===== src/rtl/npc_unit.sv =====
// Next-PC unit: fetch/decode PC registers, branch/jump redirect with one delay slot.
// Optional branch-likely delay-slot annulment is enabled by defining NPC_BRANCH_LIKELY_EN.
module npc_unit #(
    parameter logic [31:0] RESET_PC = 32'h0000_3000
) (
    input  logic        clk,
    input  logic        reset,
    input  logic        stall,
    input  logic [2:0]  ctrl_op,
    input  logic        branch,
    input  logic [15:0] imm16_d,
    input  logic [25:0] index26_d,
    input  logic [31:0] rs_val_d,
    output logic [31:0] pc_f,
    output logic [31:0] pc_d,
    output logic [31:0] link_d,
    output logic        bd_d,
    output logic        flush_fd,
    output logic        align_err
);

    localparam logic [2:0] OP_NONE   = 3'd0;
    localparam logic [2:0] OP_BRANCH = 3'd1;
    localparam logic [2:0] OP_JUMP   = 3'd2;
    localparam logic [2:0] OP_JR     = 3'd3;
    localparam logic [2:0] OP_LIKELY = 3'd4;

    logic [31:0] seq_pc;
    logic [31:0] branch_target;
    logic [31:0] next_pc;
    logic        is_xfer;
    logic        taken;
    logic        likely_kill;
    logic        misaligned;

    assign seq_pc        = pc_f + 32'd4;
    assign branch_target = pc_d + 32'd4 + {{14{imm16_d[15]}}, imm16_d, 2'b00};
    assign link_d        = pc_d + 32'd8;

    // Codes 5-7 fall outside this set and so decode as "no transfer".
    assign is_xfer    = (ctrl_op == OP_BRANCH) || (ctrl_op == OP_JUMP) ||
                        (ctrl_op == OP_JR)     || (ctrl_op == OP_LIKELY);
    assign taken      = ((ctrl_op == OP_BRANCH) || (ctrl_op == OP_LIKELY)) && branch;
    assign misaligned = (ctrl_op == OP_JR) && (rs_val_d[1:0] != 2'b00);

`ifdef NPC_BRANCH_LIKELY_EN
    // A not-taken branch-likely annuls the delay slot already fetched into F.
    assign likely_kill = (ctrl_op == OP_LIKELY) && !branch;
`else
    assign likely_kill = 1'b0;
`endif

    assign flush_fd = likely_kill && !stall && !reset;

    always_comb begin
        next_pc = seq_pc;
        case (ctrl_op)
            OP_JUMP: next_pc = {pc_d[31:28], index26_d, 2'b00};
            OP_JR:   next_pc = {rs_val_d[31:2], 2'b00};
            default: if (taken) next_pc = branch_target;
        endcase
    end

    // NOTE: all state uses non-blocking assignments so every register samples
    // pre-edge values; blocking here would let pc_d see the freshly updated pc_f.
    always_ff @(posedge clk) begin
        if (reset) begin
            pc_f      <= RESET_PC;
            pc_d      <= 32'h0;
            bd_d      <= 1'b0;
            align_err <= 1'b0;
        end else if (stall) begin
            align_err <= 1'b0;
        end else begin
            pc_f      <= next_pc;
            pc_d      <= pc_f;
            bd_d      <= is_xfer && !likely_kill;
            align_err <= misaligned;
        end
    end

endmodule


===== config.mk =====
export PLATFORM = sky130hd
export DESIGN_NAME = npc_unit
export DESIGN_NICKNAME = d
export VERILOG_FILES = /design/src/rtl/npc_unit.sv
export SDC_FILE = /design/constraint.sdc
export NUM_CORES = 1
export LEC_CHECK = 0
export BUFFER_PORTS_ARGS = -buffer_cell sky130_fd_sc_hd__buf_2
export CORE_MARGIN = 8
export CORE_UTILIZATION = 57
export DETAILED_ROUTE_END_ITERATION = 7
export GPL_TIMING_DRIVEN = 0
export HOLD_SLACK_MARGIN = 0.15
export PLACE_DENSITY = 0.95
export SLEW_MARGIN = 10
export SYNTH_ARGS = -nofsm -noshare
export SYNTH_HDL_FRONTEND = slang
export SYNTH_SLANG_ARGS = --single-unit

===== constraint.sdc =====
create_clock -name clk -period 4.8 [get_ports clk]
set_input_delay 0.24 -clock clk [delete_from_list [all_inputs] [get_ports clk]]
set_output_delay 0.24 -clock clk [all_outputs]
set_load 0.02 [all_outputs]

==> results.sh <==
export IMPL_status="complete, but fails checks"
export IMPL_violations="design-rule violations"
export IMPL_p_clk_frac=0.361
export IMPL_required_ns=4.56
export IMPL_grt_pass1_vias=6675
export IMPL_grt_max_degree=16
export IMPL_dieArea_mm2=0.0142
export IMPL_power_frac_comb=0.272
export IMPL_synth_avg_cell_area_um2=7.80
export IMPL_reg2reg_to="pc_f[25]"
export IMPL_clk_path_buf_depth=2
export IMPL_final_cells=1104
export IMPL_switching_share=0.351
export IMPL_synth_area_leaders="dfxtp_1 22%, ha_1 12%, mux2i_1 9.9%, xnor2_1 7.0%, nor2_1 5.8%"
export IMPL_ios=180
export IMPL_cts_root_buf="clkbuf_8"
export IMPL_area_growth_syn_to_layout_pct=21.6
export IMPL_synth_top_cell_by_area="dfxtp_1"
export IMPL_die_height_um=119
export IMPL_cts_buffers=9
export IMPL_tns_ns=0
export IMPL_fmax_mhz=288
export IMPL_ys_seq_area_frac=0.219
export IMPL_post_cts_buffers=0
export IMPL_netlist_area_leader_share=0.219
export IMPL_worstSetupPathType="register to primary output"
export IMPL_drt_wirelength_per_cell_um=19.7
export IMPL_seq_area_mm2=0.00132
export IMPL_maxCapViolations=0
export IMPL_start_util=0.585
export IMPL_worstPathCellList="and3_1, and2_1, nand3_1, nor4_1, nand3_1, xnor2_1, buf_2"
export IMPL_synth_main_ff_cell="dfxtp_1"
export IMPL_cts_tree="done"
export IMPL_critPathCaptureType="primary output"
export IMPL_critPathArrivalTime_ns=3.23
export IMPL_slowest_stage="nor4_1"
export IMPL_reg2reg_depth=11
export IMPL_grt_usage=0.290
export IMPL_multiInputGateArea_mm2=0.00448
export IMPL_rsz0062_at_grt="false"
export IMPL_ys_top_cells_by_count="94 x nor2_1, 69 x nand2_1, 66 x dfxtp_1"
export IMPL_hp_class="input pin to register"
export IMPL_p_int_uw=1100
export IMPL_drc=1
export IMPL_r2r_start="pc_d[3]"
export IMPL_critical_path_max_stage_delay_ns=1.00
export IMPL_setup_ws_ns=1.33
export IMPL_hold_buffers=0
export IMPL_ant_nets=0
export IMPL_die_w_um=119
export IMPL_netlist_area_mm2=0.00604
export IMPL_htreeDepth=3
export IMPL_critPathTopFamily="simple AND/OR/NAND/NOR gates"
export IMPL_yosysWarnings=0
export IMPL_slew_violations=0
export IMPL_stdcell_area_mm2=0.00735
export IMPL_numPlacedInstances=1088
export IMPL_p_seq_frac=0.367
export IMPL_numPortBuffers=177
export IMPL_dr_pass1_iters=8
export IMPL_core_rowCount=37
export IMPL_ys_ff_latch=66
export IMPL_cts_sinks=66
export IMPL_synth_distinct_cells=63
export IMPL_path_depth=7
export IMPL_crit_top_cell="nand3_1"
export IMPL_final_setup_viol_count=0
export IMPL_cts_resized=0
export IMPL_synth_edf_count=0
export IMPL_crit_path_start_kind="register"
export IMPL_fin_crit_ns=3.47
export IMPL_crit_path_max_fanout=7
export IMPL_nFillCells=810
export IMPL_antenna_found_initial=0
export IMPL_clk_latency_ns=0.37
export IMPL_synthCells=775
export IMPL_hpwl_um=16400
export IMPL_coreArea_mm2=0.0103
export IMPL_irDropWorstVdd_uv=161
export IMPL_nNetsFinal=1104
export IMPL_async_flop_share=0
export IMPL_slew_limit_headroom=0.266
export IMPL_drive_gt1_frac=0.227
export IMPL_power_density_mw_per_mm2=231
export IMPL_path_buf_inv=1
export IMPL_dpl_cell_area_mm2=0.00710
export IMPL_tightest_slew_ns=1.09
export IMPL_overflow=0
export IMPL_n_antenna_cell=0
export IMPL_yosysMostFrequentCell="nor2_1"
export IMPL_power_switching_uw=596
export IMPL_vias=7103
export IMPL_skew_ns=0.0161
export IMPL_finalHoldViolations=0
export IMPL_drt_iter0_drc=1059
export IMPL_wl_um=21700
export IMPL_crit_end="link_d[31]"
export IMPL_leakage_uw=0.00371
export IMPL_grt_pass1_wl_um=34000
export IMPL_clk_pin_slew_worst_paths_ns=0.08
export IMPL_reg2reg_slack_ns=1.34
export IMPL_startpoint="pc_d[5]"
export IMPL_synth_fp_nets=916
export IMPL_detailedPlace_worstSlack_ns=1.52
export IMPL_place_gp_congestion=1.00
export IMPL_finalCritPeriodShare=0.722
export IMPL_routed_via_density=6.43
==> cell usage in the layout, fill, tap and decap left out, types with 3 or more instances in the layout <==
cell type / synthesis / routed
buf_2: 5 / 182
nor2_1: 94 / 94
nand2_1: 69 / 69
dfxtp_1: 66 / 66
a21oi_1: 63 / 63
mux2i_1: 60 / 60
ha_1: 59 / 59
xnor2_1: 48 / 48
o21ai_0: 39 / 39
nand3_1: 31 / 31
clkbuf_1: 25 / 25
xor2_1: 22 / 22
nor3_1: 19 / 19
a21o_1: 18 / 18
and3_1: 17 / 17
inv_1: 16 / 16
a211oi_1: 12 / 12
nand4_1: 11 / 11
clkbuf_8: 0 / 9
buf_1: 8 / 8
nor2b_1: 8 / 8
o211ai_1: 5 / 5
a221oi_1: 5 / 5
a31oi_1: 4 / 4
buf_4: 4 / 4
and2_1: 3 / 3
nand3b_1: 3 / 3
and4_1: 3 / 3
nand4_2: 3 / 3
a22o_1: 3 / 3
a211oi_2: 3 / 3
a22oi_1: 3 / 3
inv_6: 0 / 3
bufinv_16: 0 / 3
==> sequential cells by signal (all words and copies together) (netlist names) <==
register   cells
pc_d          32
pc_f          32
align_err      1
bd_d           1
==> cell type report <==
cell class,count,area share
Inverter,16,0.00818
Clock inverter,7,0.0169
Clock buffer,9,0.0169
Multi-Input combinational cell,650,0.609
Timing Repair Buffer,177,0.121
Sequential cell,66,0.180
Buffer,43,0.0250
Tap cell,136,0.0232
==> layer usage <==
metal  vias up  track usage  part of all wire
li1       3177            -                 -
met1      3263        0.350              0.38
met2       568        0.477              0.45
met3        95       0.0727              0.13
met4         0        0.132             0.038
met5         -            0                 0
==> cells by family after synthesis <==
logic type | after synthesis | synth area share
other | 1 | 0.000621
muxes | 62 | 0.103
adders and majority gates | 60 | 0.125
xor gates and xnor gates | 70 | 0.101
buffers and inverters | 59 | 0.0404
and+or+nand+nor | 276 | 0.217
AOI/OAI and AO/OA | 181 | 0.193
DFF | 66 | 0.219
==> worst min-delay path by stage <==
| stage | from | to | slack (ns) | depth (start not counted) |
|---|---|---|---|---|
| after floorplan | rs_val_d[0] | align_err | 0.44 | 2 |
| after global placement | pc_f[1] | pc_f[1] | 0.47 | 2 |
| after global routing | rs_val_d[0] | align_err | 0.29 | 3 |
| after detailed placement | pc_d[1] | pc_f[1] | 0.48 | 2 |
| final | rs_val_d[0] | align_err | 0.25 | 3 |
| after CTS | rs_val_d[0] | align_err | 0.25 | 3 |
==> tightest hold or removal path, cell delays in order <==
cell and delay [ns]:
buf_2 0.10, o21ai_0 0.14, nor3_1 0.08
==> through the flow <==
step / utilization / hold slack [ns] / power, uW
after floorplan: - / 0.439 / 918
final: 0.712 / 0.255 / 1700
after global routing: 0.712 / 0.294 / 1750
after global placement: 0.688 / 0.471 / 1060
after detailed placement: 0.688 / 0.483 / 1080
after CTS: 0.712 / 0.251 / 1670
==> power groups by stage <==
stage / logic (uW) / clock network [uW] / registers (uW)
detailed placement: 444 / 0 / 633
CTS: 451 / 603 / 620
finish: 462 / 612 / 624
floorplan: 266 / 0 / 652
global placement: 431 / 0 / 632
global route: 495 / 625 / 627
(Power assumes the default switching activity.)
